[config.mk]
export PLATFORM = sky130hd
export DESIGN_NAME = firebird7_in_gate2_tessent_tdr_seq_ctrl_flat
export DESIGN_NICKNAME = d
export VERILOG_FILES = /design/src/rtl/firebird7_in_gate2_tessent_tdr_seq_ctrl_if.sv /design/src/rtl/firebird7_in_gate2_tessent_tdr_seq_ctrl.sv /design/src/flat_wrapper.sv
export SDC_FILE = /design/constraint.sdc
export NUM_CORES = 1
export LEC_CHECK = 0
export CAP_MARGIN = 25
export CORE_MARGIN = 2
export CORE_UTILIZATION = 50
export CTS_BUF_LIST = sky130_fd_sc_hd__clkbuf_8 sky130_fd_sc_hd__clkbuf_16
export CTS_CLUSTER_DIAMETER = 80
export DETAILED_ROUTE_END_ITERATION = 10
export PLACE_DENSITY = 0.72
export RECOVER_POWER = 25
export SYNTH_ARGS = -nofsm -noshare
export SYNTH_HDL_FRONTEND = slang
export SYNTH_SLANG_ARGS = --single-unit
[constraint.sdc]
create_clock -name ijtag_tck -period 1.48 [get_ports ijtag_tck]
set_input_delay 0.222 -clock ijtag_tck [delete_from_list [all_inputs] [get_ports ijtag_tck]]
set_output_delay 0.222 -clock ijtag_tck [all_outputs]
set_load 0.005 [all_outputs]
[src/rtl/firebird7_in_gate2_tessent_tdr_seq_ctrl_if.sv]
// IJTAG scan-port bundle between the gate2 local SIB and the seq-ctrl TDR.
// master: SIB/network side driving select, scan-in and the enables.
// slave:  TDR side returning scan-out.
interface firebird7_in_gate2_tessent_tdr_seq_ctrl_if;
  logic ijtag_sel;
  logic ijtag_si;
  logic ijtag_ce;
  logic ijtag_se;
  logic ijtag_ue;
  logic ijtag_so;

  modport master (
    output ijtag_sel,
    output ijtag_si,
    output ijtag_ce,
    output ijtag_se,
    output ijtag_ue,
    input  ijtag_so
  );

  modport slave (
    input  ijtag_sel,
    input  ijtag_si,
    input  ijtag_ce,
    input  ijtag_se,
    input  ijtag_ue,
    output ijtag_so
  );
endinterface

[src/rtl/firebird7_in_gate2_tessent_tdr_seq_ctrl.sv]
// gate2 seq-ctrl TDR: IJTAG-written run/count word driving a cycle-count
// sequencer that gates an instrument enable; busy/done/remaining captured back.
// Optional: define TDR_UPDATE_PARITY_EN for an even-parity MSB on the shift
// register, checked on update, with a sticky parity_err.
module firebird7_in_gate2_tessent_tdr_seq_ctrl #(
  parameter int unsigned COUNT_W = 6
) (
  input  logic ijtag_tck,
  input  logic ijtag_reset,
  firebird7_in_gate2_tessent_tdr_seq_ctrl_if.slave ijtag,
  output logic run_en,
  output logic done,
  output logic parity_err
);

  localparam int unsigned DATA_WIDTH = COUNT_W + 2;
`ifdef TDR_UPDATE_PARITY_EN
  localparam int unsigned SR_W = DATA_WIDTH + 1;
`else
  localparam int unsigned SR_W = DATA_WIDTH;
`endif
  localparam logic [COUNT_W-1:0] CntOne = 1;

  typedef enum logic [1:0] {StIdle, StRun, StDone} state_e;

  logic [SR_W-1:0]       sr;
  logic [SR_W-1:0]       cap_word;
  logic [DATA_WIDTH-1:0] ur;
  logic                  run_q;
  logic                  start;
  logic                  so_latch;
  logic [COUNT_W-1:0]    cnt_q, cnt_d;
  state_e                state_q, state_d;

  // ur[1] is reserved in the field map
  logic unused_ur;
  assign unused_ur = ur[1];

`ifdef TDR_UPDATE_PARITY_EN
  logic parity_err_q;
  assign cap_word   = {parity_err_q, cnt_q, state_q == StDone, state_q == StRun};
  assign parity_err = parity_err_q;
`else
  assign cap_word   = {cnt_q, state_q == StDone, state_q == StRun};
  assign parity_err = 1'b0;
`endif

  // Capture/shift register; capture wins over shift, both need select
  always_ff @(posedge ijtag_tck) begin
    if (ijtag.ijtag_ce && ijtag.ijtag_sel) begin
      sr <= cap_word;
    end else if (ijtag.ijtag_se && ijtag.ijtag_sel) begin
      sr <= {ijtag.ijtag_si, sr[SR_W-1:1]};
    end
  end

  // Scan-out retimed to the falling edge: latch is transparent while tck is low
  always_latch begin
    if (!ijtag_tck) begin
      so_latch = sr[0];
    end
  end
  assign ijtag.ijtag_so = so_latch;

`ifdef TDR_UPDATE_PARITY_EN
  // Update register; a write with bad parity is dropped and flagged
  always_ff @(negedge ijtag_tck or negedge ijtag_reset) begin
    if (!ijtag_reset) begin
      ur           <= '0;
      parity_err_q <= 1'b0;
    end else if (ijtag.ijtag_ue && ijtag.ijtag_sel) begin
      if (^sr == 1'b0) begin
        ur           <= sr[DATA_WIDTH-1:0];
        parity_err_q <= 1'b0;
      end else begin
        parity_err_q <= 1'b1;
      end
    end
  end
`else
  // Update register loaded from the shift register on a selected update
  always_ff @(negedge ijtag_tck or negedge ijtag_reset) begin
    if (!ijtag_reset) begin
      ur <= '0;
    end else if (ijtag.ijtag_ue && ijtag.ijtag_sel) begin
      ur <= sr;
    end
  end
`endif

  // Sequencer state, counter and run-bit history for edge detection
  always_ff @(posedge ijtag_tck or negedge ijtag_reset) begin
    if (!ijtag_reset) begin
      state_q <= StIdle;
      cnt_q   <= '0;
      run_q   <= 1'b0;
    end else begin
      state_q <= state_d;
      cnt_q   <= cnt_d;
      run_q   <= ur[0];
    end
  end

  // Only a fresh 0->1 on the run bit starts a sequence
  assign start = ur[0] & ~run_q;

  // Sequencer next-state: N loaded gives N+1 RUN cycles, abort keeps the count
  always_comb begin
    state_d = state_q;
    cnt_d   = cnt_q;
    unique case (state_q)
      StIdle: begin
        if (start) begin
          cnt_d   = ur[COUNT_W+1:2];
          state_d = StRun;
        end
      end
      StRun: begin
        if (!ur[0]) begin
          state_d = StIdle;
        end else if (cnt_q == '0) begin
          state_d = StDone;
        end else begin
          cnt_d = cnt_q - CntOne;
        end
      end
      StDone: begin
        cnt_d = '0;
        if (!ur[0]) begin
          state_d = StIdle;
        end
      end
      default: state_d = StIdle;
    endcase
  end

  assign run_en = (state_q == StRun);
  assign done   = (state_q == StDone);

endmodule
[src/flat_wrapper.sv]
// flat-port wrapper written by rule: the top's interface ports become plain ports
module firebird7_in_gate2_tessent_tdr_seq_ctrl_flat 
#(
  parameter int unsigned COUNT_W = 6
)
  (ijtag_tck, ijtag_reset, run_en, done, parity_err, ijtag_ijtag_sel, ijtag_ijtag_si, ijtag_ijtag_ce, ijtag_ijtag_se, ijtag_ijtag_ue, ijtag_ijtag_so);
  firebird7_in_gate2_tessent_tdr_seq_ctrl_if ijtag_i ();
  input  logic ijtag_tck;
  input  logic ijtag_reset;
  output logic run_en;
  output logic done;
  output logic parity_err;
  input wire logic [$bits(ijtag_i.ijtag_sel)-1:0] ijtag_ijtag_sel;
  input wire logic [$bits(ijtag_i.ijtag_si)-1:0] ijtag_ijtag_si;
  input wire logic [$bits(ijtag_i.ijtag_ce)-1:0] ijtag_ijtag_ce;
  input wire logic [$bits(ijtag_i.ijtag_se)-1:0] ijtag_ijtag_se;
  input wire logic [$bits(ijtag_i.ijtag_ue)-1:0] ijtag_ijtag_ue;
  output wire logic [$bits(ijtag_i.ijtag_so)-1:0] ijtag_ijtag_so;
  assign ijtag_i.ijtag_sel = ijtag_ijtag_sel;
  assign ijtag_i.ijtag_si = ijtag_ijtag_si;
  assign ijtag_i.ijtag_ce = ijtag_ijtag_ce;
  assign ijtag_i.ijtag_se = ijtag_ijtag_se;
  assign ijtag_i.ijtag_ue = ijtag_ijtag_ue;
  assign ijtag_ijtag_so = ijtag_i.ijtag_so;
  firebird7_in_gate2_tessent_tdr_seq_ctrl #(.COUNT_W(COUNT_W)) u_core (.ijtag_tck(ijtag_tck), .ijtag_reset(ijtag_reset), .ijtag(ijtag_i), .run_en(run_en), .done(done), .parity_err(parity_err));
endmodule
==> results of run 1 <==
## flip-flops by register name, indices dropped and copies added, names as in the netlist
register,count
u_core.cnt_q,6
u_core.ijtag.ijtag_so,1
u_core.run_q,1
u_core.sr,8
u_core.state_q,2
u_core.ur,7
## worst max-delay path, stage by stage (launching register included)
cell	delay (ns)
sky130_fd_sc_hd__dfrtn_1	0.43
sky130_fd_sc_hd__nand2b_1	0.11
sky130_fd_sc_hd__a21o_1	0.23
sky130_fd_sc_hd__or2_4	0.29
sky130_fd_sc_hd__mux2i_1	0.13
## how the worst min path moves through the flow
stage / from / slack (ns) / endpoint
2_1_floorplan: ijtag_reset / -0.07 / u_core.cnt_q[0]
3_3_place_gp: u_core.ur[2] / 0.46 / u_core.ur[2]
3_5_place_dp: u_core.ur[6] / 0.46 / u_core.ur[6]
4_1_cts: ijtag_reset / 0.30 / u_core.cnt_q[0]
5_1_grt: u_core.ur[6] / 0.48 / u_core.ur[6]
6_report: u_core.ur[6] / 0.46 / u_core.ur[6]
## report_power, final
| group | total [mW] | internal [mW] | switching, mW |
|---|---|---|---|
| Combinational | 1.47 | 0.717 | 0.753 |
| Sequential | 0.976 | 0.885 | 0.0914 |
| Clock | 0.420 | 0.191 | 0.229 |
## per-layer routing
| metal | global-route usage (%) | vias up | part of all wire (%) |
|---|---|---|---|
| met1 | 25.09 | 462 | 44 |
| met5 | 0 | - | 0 |
| li1 | - | 440 | - |
| met3 | 3.390 | 9 | 2.9 |
| met4 | 10.26 | 0 | 2.8 |
| met2 | 34.79 | 18 | 50 |
## kinds of logic (layout without fill, tap and decap cells)
group                    Yosys count  in the layout
other                              1              1
flip-flops                        24             24
multiplexers                      14             14
adder cells (fa/ha/maj)            5              5
AO/OA/AOI/OAI                     27             27
latches                            1              1
buffers and inverters             10             44
AND/OR/NAND/NOR                   24             24
## cell usage after synthesis, types with 2 or more instances
cell	n
sky130_fd_sc_hd__a21oi_1	8
sky130_fd_sc_hd__a22oi_1	3
sky130_fd_sc_hd__dfrtn_1	7
sky130_fd_sc_hd__dfrtp_1	9
sky130_fd_sc_hd__edfxtp_1	8
sky130_fd_sc_hd__ha_1	5
sky130_fd_sc_hd__inv_1	7
sky130_fd_sc_hd__mux2_2	12
sky130_fd_sc_hd__mux2i_1	2
sky130_fd_sc_hd__nand2_1	8
sky130_fd_sc_hd__nand2b_1	2
sky130_fd_sc_hd__nor2_1	8
sky130_fd_sc_hd__o21ai_0	4
sky130_fd_sc_hd__o21ai_1	4
sky130_fd_sc_hd__o31ai_1	3
## metrics by stage
stage / TNS, ns / util (%) / std cells
after floorplan: -4.462 / - / 106
after global placement: -11.12 / 65.70 / 157
after detailed placement: -11.86 / 65.70 / 157
after CTS: -4.690 / 70.37 / 165
after global routing: -9.231 / 71.48 / 168
final: -7.273 / 71.48 / 168
## area by class of cell
cell class	instances	area, um^2	area share, %
Timing Repair Buffer	33	274.0	17.00
Clock inverter	1	7.507	0.4658
Sequential cell	25	655.6	40.68
Inverter	7	26.28	1.630
Clock buffer	3	41.29	2.562
Tap cell	28	35.03	2.174
Multi-Input combinational cell	71	571.8	35.48
## cells in the final DEF, fill, tap and decap left out, types with 2 or more instances in the layout
cell and instances:
sky130_fd_sc_hd__a21oi_1 5, sky130_fd_sc_hd__a21oi_2 3, sky130_fd_sc_hd__a22oi_1 2, sky130_fd_sc_hd__buf_4 21
sky130_fd_sc_hd__clkbuf_8 3, sky130_fd_sc_hd__clkdlybuf4s15_2 2, sky130_fd_sc_hd__clkdlybuf4s50_1 3, sky130_fd_sc_hd__dfrtn_1 7
sky130_fd_sc_hd__dfrtp_1 9, sky130_fd_sc_hd__edfxtp_1 8, sky130_fd_sc_hd__ha_1 3, sky130_fd_sc_hd__ha_4 2
sky130_fd_sc_hd__inv_1 6, sky130_fd_sc_hd__mux2_2 12, sky130_fd_sc_hd__mux2i_1 2, sky130_fd_sc_hd__nand2_1 7
sky130_fd_sc_hd__nand2b_1 2, sky130_fd_sc_hd__nor2_1 8, sky130_fd_sc_hd__o21ai_0 4, sky130_fd_sc_hd__o21ai_1 4
sky130_fd_sc_hd__o22ai_2 2, sky130_fd_sc_hd__o31ai_1 3
## timing repair
| item | CTS | global route |
|---|---|---|
| resized for setup | 20 | 6 |
| hold endpoints to repair | 0 | 0 |
| setup buffers | 4 | 3 |
| pin swaps | 0 | 3 |
| setup endpoints to repair | 23 | 18 |
==> parameters.txt, run 1 <==
Parameter                              Value

Run status
  Result of the run    finished with violations
  Violated checks    setup timing

Routing
  Per-cell via count in the routed design    approximately 5.5
  Remaining antenna violation count after routing    0
  Vias    929
  Pre-antenna DRT Iters    4
  Total DRC errors in the routed layout    0
  Post-DR wirelength/cell    ~16 um
  Overall routed net length    roughly 2.7 mm
  Starting DRC count in detailed routing    22

STA
  Slew Limit Headroom    between 30% and 40%
  Worst Hold Slack    0.4615 ns
  Max-slew violation count    0
  Slew @ Worst Pin    approximately 0.90 ns
  Number of setup violations in the final report    23
  Setup repair after global routing missed its margin    yes
  Post-route setup slack    -0.5835 ns
  Number of hold violations in the final report    0
  Post-route clock skew    ~0.014 ns

Placement
  Post-Place Worst Slack    -0.6400 ns
  Final Wtd Congestion    0.8977
  Buffers added on ports    9
  Detailed placement HPWL    ~1.8 mm
  Cell area after placement    approximately 0.0015 mm^2

Synth
  Most area-hungry cell type in the Yosys netlist    sky130_fd_sc_hd__edfxtp_1
  Synthesized netlist net count    between 100 and 150
  Synthesized area per cell    approximately 11 um^2
  Synth Area in XOR/XNOR    0%
  Top post-synthesis cells by area    sky130_fd_sc_hd__edfxtp_1 20%, sky130_fd_sc_hd__dfrtp_1 19%, sky130_fd_sc_hd__dfrtn_1 14%
  Fraction of synthesized area in multiplexers    roughly an eighth
  Compound-gate portion of the synthesized area    between 10 and 15%
  Yosys cell types    31
  Post-synthesis instance area    0.001210 mm^2
  Synth top area share    ~20%
  Synthesis warning total    0
  Fraction of the mapped netlist area in adder cells    under 10%
  Synthesized flop and latch total    25
  Main combinational cell family by area after synthesis    compound AO/OA/AOI/OAI gates
  Area share of and/or/nand/nor cells after synthesis    a little under a tenth
  Post-synthesis async set-or-reset flop share    roughly 64%
  Post-synth EDFFs    8
  Primary FF master, synth    sky130_fd_sc_hd__dfrtp_1
  Synthesized instance count    about 110

Clock network
  Clk Latency, worst-skew pair    roughly 0.28 ns
  Number of buffers on the longest clock path    2
  Clock slew at the register clock pins of the worst setup and hold paths    0.09 ns
  Number of H-tree levels    1
  TritonCTS clock tree    yes
  Clock root buffer master    sky130_fd_sc_hd__clkbuf_8
  Clock Sinks    25
  Number of clock buffers inserted by TritonCTS    3
  Number of hold buffers added after cts    0

Critical path
  Critical Path Source Type    flip-flop
  Worst reg2reg endpoint    u_core.cnt_q[1]
  Arr. time, crit path    2.22 ns
  Endpoint required time on the critical path    between 1.5 and 2 ns
  Cell depth of the worst flop-to-flop path    4
  Maximum net fanout on the critical path    6
  Internal reg-to-reg setup slack    -0.58 ns
  Category of the critical setup timing path    flip-flop to flip-flop
  Setup crit end kind    flip-flop
  Critical Path End    u_core.cnt_q[1]
  First element of the critical path    u_core.ur[0]
  Launch instance of the worst register-to-register path    u_core.ur[0]

Flow run
  Max Cap Viol    0

Min path
  Hold Path Cell Cnt    1
  Type of the most critical hold path    flip-flop to flip-flop

Floorplanning
  I/O pin total    11
  Initial Util    roughly 54%
  Vert. Die Dim    around 53 um
  Die X-Extent    53.19 um
  Die Footprint    approximately 0.0028 mm^2
  Std-Cell Core Area    about 0.0023 mm^2
  Core Rows    17

Global route
  Wire length of the first global-routing pass    about 4 mm
  Overall track demand over capacity in global routing    20.52%
  Largest net degree at the start of global routing    17
  Total gr overflow    0
  Antenna violations before repair    0
  Vias in the first global route    between 900 and 1,000

Power
  Max IR drop VDD    between 1 and 1.5 mV
  Static leakage    about 0.71 nW
  PnR Total Power    ~2.9 mW
  Pwr dens    about 1800 mW/mm^2

Cells and area
  Number of fill cells in the layout    159
  Number of diodes    0
  Layout cell share with drive strength beyond 1    40.00%
  Area of all placed cells without fillers    between 0.0015 and 0.002 mm^2
  Area added between synthesis and finish    33.20%
  Net total in the final layout    153
No activity file was read; power rests on OpenSTA's default activity.
==> inputs of run 2 (changes only) <==
--- a/config.mk
+++ b/config.mk
@@ -7,11 +7,12 @@
 export LEC_CHECK = 0
 export CAP_MARGIN = 25
 export CORE_MARGIN = 2
-export CORE_UTILIZATION = 50
+export CORE_UTILIZATION = 55
 export CTS_BUF_LIST = sky130_fd_sc_hd__clkbuf_8 sky130_fd_sc_hd__clkbuf_16
 export CTS_CLUSTER_DIAMETER = 80
 export DETAILED_ROUTE_END_ITERATION = 10
-export PLACE_DENSITY = 0.72
+export DONT_BUFFER_PORTS = 1
+export PLACE_DENSITY = 0.71
 export RECOVER_POWER = 25
 export SYNTH_ARGS = -nofsm -noshare
 export SYNTH_HDL_FRONTEND = slang
==> parameters.txt, run 2 (synthesis results as in run 1) <==
Parameter                              Value

Run status
  Result of the run    finished with violations (unchanged)
  Violated checks    setup timing (unchanged)

Power
  Static leakage    0.6580 nW (was 0.7076 nW)
  PnR Total Power    2.863 mW (was 2.866 mW)
  Max IR drop VDD    1.075 mV (was 1.482 mV)
  Switching Power    1.052 mW (was 1.073 mW)
  Combinational cell fraction of total power    51.4% (was 51.3%)
  Switching part of the total    36.75% (was 37.45%)
  Pwr dens    1923 mW/mm^2 (was 1778 mW/mm^2)
  Sequential Power Share    34.5% (was 34.1%)
  Clock network fraction of design power    14.2% (was 14.7%)
  Power Internal    1.811 mW (was 1.793 mW)

Critical path
  Launch instance of the worst register-to-register path    u_core.ur[0] (unchanged)
  Buf+Inv Stages, Crit Path    0 (unchanged)
  Maximum net fanout on the critical path    6 (unchanged)
  Arr. time, crit path    2.18 ns (was 2.22 ns)
  Delay of the slowest critical-path stage    0.42 ns (was 0.43 ns)
  Internal reg-to-reg setup slack    -0.54 ns (was -0.58 ns)
  Largest delay contributor family on the critical path    flip-flops (unchanged)
  Highest-delay cell along the critical path    sky130_fd_sc_hd__dfrtn_1 (unchanged)
  Category of the critical setup timing path    flip-flop to flip-flop (unchanged)
  Critical Path End    u_core.cnt_q[1] (unchanged)
  Endpoint required time on the critical path    1.64 ns (about the same)
  Critical Path Source Type    flip-flop (unchanged)
  Series of cell instances along the critical path    nand2b_1, a21o_1, or2_4, mux2i_1 (unchanged)
  Cell depth of the worst flop-to-flop path    4 (unchanged)
  Number of stages on the worst setup path    4 (unchanged)
  First element of the critical path    u_core.ur[0] (unchanged)
  Setup crit end kind    flip-flop (unchanged)
  Worst reg2reg endpoint    u_core.cnt_q[1] (unchanged)

Flow run
  Max Cap Viol    0 (unchanged)

Floorplanning
  Vert. Die Dim    50.90 um (was 53.19 um)
  Std-Cell Core Area    0.002022 mm^2 (was 0.002255 mm^2)
  Initial Util    59.84% (was 53.66%)
  Die X-Extent    50.90 um (was 53.19 um)
  Core Rows    16 (was 17)
  Die Footprint    0.002591 mm^2 (was 0.002829 mm^2)
  I/O pin total    11 (unchanged)

Cells and area
  Area of all placed cells without fillers    0.001489 mm^2 (was 0.001612 mm^2)
  Register with the most flip-flops    u_core.sr (unchanged)
  Largest registers    u_core.sr: 8 flops, u_core.ur: 7 flops, u_core.cnt_q: 6 flops (unchanged)
  Number of diodes    0 (unchanged)
  Highest-count cells in the layout ignoring fill and taps    21 x sky130_fd_sc_hd__buf_4, 12 x sky130_fd_sc_hd__mux2_2, 9 x sky130_fd_sc_hd__dfrtp_1 (unchanged)
  Area added between synthesis and finish    23.06% (was 33.20%)
  Net total in the final layout    142 (was 153)
  Max reg flops    8 (unchanged)
  Layout cell share with drive strength beyond 1    37.98% (was 40.00%)
  Commonest non-fill, non-tap cell in the layout    sky130_fd_sc_hd__buf_4 (unchanged)

Placement
  Cell area after placement    0.001365 mm^2 (was 0.001481 mm^2)
  Final Wtd Congestion    0.7970 (was 0.8977)
  Buffers added on ports    0 (was 9)
  Detailed placement HPWL    1.762 mm (was 1.845 mm)

STA
  Number of setup violations in the final report    16 (was 23)
  Post-route clock skew    0.01118 ns (was 0.01427 ns)
  Max-slew violation count    0 (unchanged)
  Post-route setup slack    -0.5407 ns (was -0.5835 ns)
  Setup repair after global routing missed its margin    yes (unchanged)
  Number of hold violations in the final report    0 (unchanged)

Routing
  Per-cell via count in the routed design    5.750 (was 5.530)
  Starting DRC count in detailed routing    26 (was 22)
  Remaining antenna violation count after routing    0 (unchanged)
  Vias    897 (was 929)
  Post-DR wirelength/cell    16.44 um (was 15.81 um)
  Pre-antenna DRT Iters    4 (unchanged)
  Overall routed net length    2.564 mm (was 2.656 mm)
  Total DRC errors in the routed layout    0 (unchanged)

Global route
  Wire length of the first global-routing pass    4.402 mm (was 3.995 mm)
  Antenna violations before repair    0 (unchanged)
  Overall track demand over capacity in global routing    23.91% (was 20.52%)
  Largest net degree at the start of global routing    15 (was 17)
  Vias in the first global route    943 (was 931)
  Total gr overflow    0 (unchanged)

Min path
  Type of the most critical hold path    input pin to flip-flop (was flip-flop to flip-flop)

Clock network
  Clock Sinks    25 (unchanged)
  Clock root buffer master    sky130_fd_sc_hd__clkbuf_8 (unchanged)
  Number of clock buffers inserted by TritonCTS    3 (unchanged)
  Number of H-tree levels    1 (unchanged)
  Clk Latency, worst-skew pair    0.28 ns (about the same)
  TritonCTS clock tree    yes (unchanged)
  Clock slew at the register clock pins of the worst setup and hold paths    0.09 ns (about the same)
  Number of buffers on the longest clock path    2 (unchanged)
-- run 2: changes by cell type in the layout (fill, tap and decap cells not counted), moves of 2 or more --
cell,change
sky130_fd_sc_hd__clkdlybuf4s50_1,-3
sky130_fd_sc_hd__clkdlybuf4s15_2,-2
sky130_fd_sc_hd__a21oi_2,-3
sky130_fd_sc_hd__o31ai_1,-2
sky130_fd_sc_hd__a21oi_1,+3
sky130_fd_sc_hd__o21ai_2,+2
sky130_fd_sc_hd__o21ai_1,-2
sky130_fd_sc_hd__o31ai_2,+2
sky130_fd_sc_hd__ha_4,-2
-- run 2: worst reg2reg max path, stage by stage, from the launching register on --
cell and delay [ns]:
sky130_fd_sc_hd__dfrtn_1 0.42, sky130_fd_sc_hd__nand2b_1 0.09, sky130_fd_sc_hd__a21o_1 0.23, sky130_fd_sc_hd__or2_4 0.30
sky130_fd_sc_hd__mux2i_1 0.14
-- run 2: cell type report --
| cell class | count | area, um^2 |
|---|---|---|
| clock inverters | 1 | 5.005 |
| repair buffers | 22 | 167.7 |
| fillers | 144 | 533.0 |
| flip-flops and latches | 25 | 656.9 |
| multi-input cells | 71 | 558.0 |
| well taps | 27 | 33.78 |
| inverters | 7 | 26.28 |
| clock buffers | 3 | 41.29 |
-- run 2: worst min-delay path by stage --
stage	startpoint	endpoint	slack, ns	cells past startpoint
after floorplan	ijtag_reset	u_core.cnt_q[0]	-0.07	0
after global placement	ijtag_reset	u_core.state_q[1]	-0.07	0
after detailed placement	ijtag_reset	u_core.state_q[1]	-0.07	0
after CTS	ijtag_ijtag_si	u_core.sr[7]	0.14	2
after global routing	ijtag_ijtag_si	u_core.sr[7]	0.17	2
final	ijtag_ijtag_si	u_core.sr[7]	0.15	2
-- run 2: timing repair --
| item | CTS | global route |
|---|---|---|
| buffers inserted | 1 | 3 |
| gates resized for setup | 3 | 6 |
| cloned | 0 | 0 |
| endpoints found under the setup margin | 16 | 17 |
| hold buffers | 1 | 0 |
| hold endpoints to repair | 9 | 0 |
| pin swaps | 5 | 1 |
-- run 2: power by group through the flow --
stage	clock network, mW	logic, mW	registers, mW
after floorplan	0	0.813	0.986
after global placement	0	1.23	0.990
after detailed placement	0	1.26	0.995
after CTS	0.421	1.33	0.984
after global routing	0.451	1.61	1.00
final	0.405	1.47	0.987
-- run 2: routing by layer --
metal  vias up  wire length (um)  global-route usage, %
li1        421                 -                      -
met3        10               106                  2.924
met1       429              1097                  29.82
met4         0                57                  12.16
met5         -                 0                      0
met2        37              1302                  40.69
-- run 2: stage by stage --
| stage | hold slack (ns) | setup slack, ns | cells | setup TNS (ns) | utilization, % |
|---|---|---|---|---|---|
| 3_3_place_gp | -0.07327 | -0.5078 | 147 | -4.027 | 67.51 |
| 4_1_cts | 0.1416 | -0.5183 | 153 | -4.288 | 71.16 |
| 6_report | 0.1464 | -0.5407 | 156 | -4.514 | 73.64 |
| 2_1_floorplan | -0.07359 | -0.5921 | 106 | -4.462 | - |
| 5_1_grt | 0.1724 | -0.6062 | 156 | -5.205 | 73.64 |
| 3_5_place_dp | -0.07326 | -0.5769 | 147 | -4.440 | 67.51 |
==> inputs of run 3 (changes only) <==
--- a/config.mk
+++ b/config.mk
@@ -7,12 +7,13 @@
 export LEC_CHECK = 0
 export CAP_MARGIN = 25
 export CORE_MARGIN = 2
-export CORE_UTILIZATION = 55
+export CORE_UTILIZATION = 65
 export CTS_BUF_LIST = sky130_fd_sc_hd__clkbuf_8 sky130_fd_sc_hd__clkbuf_16
 export CTS_CLUSTER_DIAMETER = 80
+export CTS_CLUSTER_SIZE = 28
 export DETAILED_ROUTE_END_ITERATION = 10
 export DONT_BUFFER_PORTS = 1
-export PLACE_DENSITY = 0.71
+export PLACE_DENSITY = 0.79
 export RECOVER_POWER = 25
 export SYNTH_ARGS = -nofsm -noshare
 export SYNTH_HDL_FRONTEND = slang
==> constraint.sdc (replaced) <==
create_clock -name ijtag_tck -period 2.4 [get_ports ijtag_tck]
set_input_delay 0.36 -clock ijtag_tck [delete_from_list [all_inputs] [get_ports ijtag_tck]]
set_output_delay 0.36 -clock ijtag_tck [all_outputs]
set_load 0.005 [all_outputs]
==> parameters.txt, run 3 (synthesis results as in run 1) <==
Parameter                              Value

Run status
  Result of the run    finished with violations (unchanged)
  Violated checks    setup timing (unchanged)

Clock network
  Clock slew at the register clock pins of the worst setup and hold paths    0.08 ns (was 0.09 ns)
  Clock Sinks    25 (unchanged)
  Clock root buffer master    sky130_fd_sc_hd__clkbuf_8 (unchanged)
  Count of buffers added by post-CTS timing repair for setup    0 (was 1)
  Number of clock buffers inserted by TritonCTS    3 (unchanged)
  Number of H-tree levels    1 (unchanged)
  Clk Latency, worst-skew pair    0.28 ns (about the same)
  TritonCTS clock tree    yes (unchanged)
  Number of buffers on the longest clock path    2 (unchanged)

Floorplanning
  Core Rows    15 (was 16)
  Die X-Extent    47.15 um (was 50.90 um)
  Initial Util    69.32% (was 59.84%)
  Std-Cell Core Area    0.001745 mm^2 (was 0.002022 mm^2)
  Die Footprint    0.002223 mm^2 (was 0.002591 mm^2)
  I/O pin total    11 (unchanged)
  Vert. Die Dim    47.15 um (was 50.90 um)

STA
  Post-route clock skew    0.01350 ns (was 0.01118 ns)
  Number of hold violations in the final report    0 (unchanged)
  Number of setup violations in the final report    6 (was 16)
  Max-slew violation count    0 (unchanged)
  Post-route setup slack    -0.05305 ns (was -0.5407 ns)
  Setup repair after global routing missed its margin    yes (unchanged)

Cells and area
  Max reg flops    8 (unchanged)
  Net total in the final layout    126 (was 142)
  Area of all placed cells without fillers    0.001351 mm^2 (was 0.001489 mm^2)
  Commonest non-fill, non-tap cell in the layout    sky130_fd_sc_hd__mux2_2 (was sky130_fd_sc_hd__buf_4)
  Area added between synthesis and finish    11.69% (was 23.06%)
  Highest-count cells in the layout ignoring fill and taps    12 x sky130_fd_sc_hd__mux2_2, 9 x sky130_fd_sc_hd__dfrtp_1 (was 21 x sky130_fd_sc_hd__buf_4, 12 x sky130_fd_sc_hd__mux2_2, 9 x sky130_fd_sc_hd__dfrtp_1)
  Sequential cell area    655.6 um^2 (was 656.9 um^2)
  Number of fill cells in the layout    115 (was 144)
  Layout cell share with drive strength beyond 1    26.55% (was 37.98%)
  Number of diodes    0 (unchanged)
  Non-filler cells, final    138 (was 156)
  Register with the most flip-flops    u_core.sr (unchanged)
  Area of the multi-input gates    531.8 um^2 (was 558.0 um^2)
  Largest registers    u_core.sr: 8 flops, u_core.ur: 7 flops, u_core.cnt_q: 6 flops (unchanged)

Power
  Combinational cell fraction of total power    44.3% (was 51.4%)
  Power Internal    970.1 uW (was 1.811 mW)
  Static leakage    0.5840 nW (was 0.6580 nW)
  Switching Power    593.0 uW (was 1.052 mW)
  Clock network fraction of design power    16.0% (was 14.2%)
  Switching part of the total    37.94% (was 36.75%)
  Max IR drop VDD    0.6546 mV (was 1.075 mV)
  Pwr dens    1157 mW/mm^2 (was 1923 mW/mm^2)
  Sequential Power Share    39.7% (was 34.5%)

Critical path
  Arr. time, crit path    2.61 ns (was 2.18 ns)
  Category of the critical setup timing path    flip-flop to flip-flop (unchanged)
  Internal reg-to-reg setup slack    -0.05 ns (was -0.54 ns)
  Setup crit end kind    flip-flop (unchanged)
  Cell depth of the worst flop-to-flop path    4 (unchanged)
  First element of the critical path    u_core.ur[0] (unchanged)
  Launch instance of the worst register-to-register path    u_core.ur[0] (unchanged)
  Endpoint required time on the critical path    2.56 ns (was 1.64 ns)
  Worst reg2reg endpoint    u_core.cnt_q[1] (unchanged)
  Critical Path Source Type    flip-flop (unchanged)
  Critical Path End    u_core.cnt_q[1] (unchanged)
  Maximum net fanout on the critical path    6 (unchanged)

Routing
  Overall routed net length    2.319 mm (was 2.564 mm)
  Remaining antenna violation count after routing    0 (unchanged)
  Vias    811 (was 897)
  Pre-antenna DRT Iters    4 (unchanged)
  Post-DR wirelength/cell    16.80 um (was 16.44 um)
  Per-cell via count in the routed design    5.877 (was 5.750)
  Total DRC errors in the routed layout    0 (unchanged)
  Starting DRC count in detailed routing    12 (was 26)

Global route
  Met2 track demand over resource    43.01% (was 40.69%)
  Antenna violations before repair    0 (unchanged)
  Vias in the first global route    850 (was 943)
  Most crowded layer after global routing    met2 (unchanged)
  Overall track demand over capacity in global routing    25.14% (was 23.91%)
  Wire length of the first global-routing pass    3.746 mm (was 4.402 mm)
  Total gr overflow    0 (unchanged)
  Largest net degree at the start of global routing    15 (unchanged)
  Met1 global-route usage    29.21% (was 29.82%)
  Global routing usage on met3    8.846% (was 2.924%)

Placement
  Final Wtd Congestion    0.8328 (was 0.7970)
  Post-Place Worst Slack    -0.06678 ns (was -0.5769 ns)
  Total instance count after detailed placement    133 (was 147)
  Detailed placement HPWL    1.660 mm (was 1.762 mm)
  Cell area after placement    0.001269 mm^2 (was 0.001365 mm^2)
  Buffers added on ports    0 (unchanged)

Min path
  Type of the most critical hold path    input pin to flip-flop (unchanged)

Flow run
  Max Cap Viol    0 (unchanged)
## run 3: cell count changes in the layout (fill, tap and decap cells not counted)
cell                      delta
sky130_fd_sc_hd__buf_12      +1
sky130_fd_sc_hd__nand2_8     -1
sky130_fd_sc_hd__o31ai_2     -1
sky130_fd_sc_hd__o31ai_1     +1
sky130_fd_sc_hd__a22oi_2     +1
sky130_fd_sc_hd__o22ai_4     -1
sky130_fd_sc_hd__nand2_1     +1
sky130_fd_sc_hd__ha_2        -1
sky130_fd_sc_hd__dlxtn_2     -1
sky130_fd_sc_hd__a22oi_1     -1
sky130_fd_sc_hd__dlxtn_1     +1
sky130_fd_sc_hd__ha_1        +1
sky130_fd_sc_hd__o22ai_2     +1
sky130_fd_sc_hd__buf_4      -17
## run 3: timing repair
item	in CTS	in global routing
hold endpoints to repair	9	0
setup endpoints to repair	7	7
gates resized for setup	2	4
pin swaps	1	2
hold buffers	1	0
## run 3: cell type report
cell class,instances,area share [%]
multi-input combinational,71,39.35
clock buffer,3,3.056
clock inverter,1,0.3704
sequential,25,48.52
timing repair buffer,6,4.444
inverter,7,1.944
tap,25,2.315
## run 3: per-layer routing
layer / share of wire [%] / up-vias / wire length, um
met4: 1.6 / 0 / 38
met2: 50 / 18 / 1166
li1: - / 384 / -
met3: 4.5 / 6 / 104
met1: 44 / 403 / 1010
met5: 0 / - / 0
## run 3: per-stage QoR
stage / power (mW) / hold WS (ns) / setup TNS (ns) / utilization, %
5_1_grt: 1.669 / 0.3173 / -0.5613 / 77.42
2_1_floorplan: 1.109 / 0.06441 / -0.7270 / -
4_1_cts: 1.521 / 0.2783 / -0.1664 / 76.34
6_report: 1.563 / 0.2887 / -0.2053 / 77.42
3_3_place_gp: 1.219 / 0.06472 / -0.1197 / 72.69
3_5_place_dp: 1.249 / 0.06479 / -0.3225 / 72.69
## run 3: worst max-delay path: stages, from the launching register on
cell	delay, ns
sky130_fd_sc_hd__dfrtn_1	0.41
sky130_fd_sc_hd__nand2b_1	0.09
sky130_fd_sc_hd__a21o_1	0.22
sky130_fd_sc_hd__or2_4	0.29
sky130_fd_sc_hd__mux2i_1	0.13
## run 3: how the worst min path moves through the flow
stage	to	slack, ns	cells after the start	from
after floorplan	u_core.cnt_q[0]	0.06	0	ijtag_reset
after global placement	u_core.state_q[1]	0.06	0	ijtag_reset
after detailed placement	u_core.state_q[1]	0.06	0	ijtag_reset
after CTS	u_core.sr[7]	0.28	2	ijtag_ijtag_si
after global routing	u_core.sr[7]	0.32	2	ijtag_ijtag_si
final	u_core.sr[7]	0.29	2	ijtag_ijtag_si
## run 3: power groups by stage
stage               Combinational, mW  Clock, mW  Sequential, mW
floorplan                       0.500          0           0.608
detailed placement              0.623          0           0.626
global placement                0.597          0           0.622
CTS                             0.651      0.253           0.617
finish                          0.692      0.250           0.621
global route                    0.764      0.268           0.637
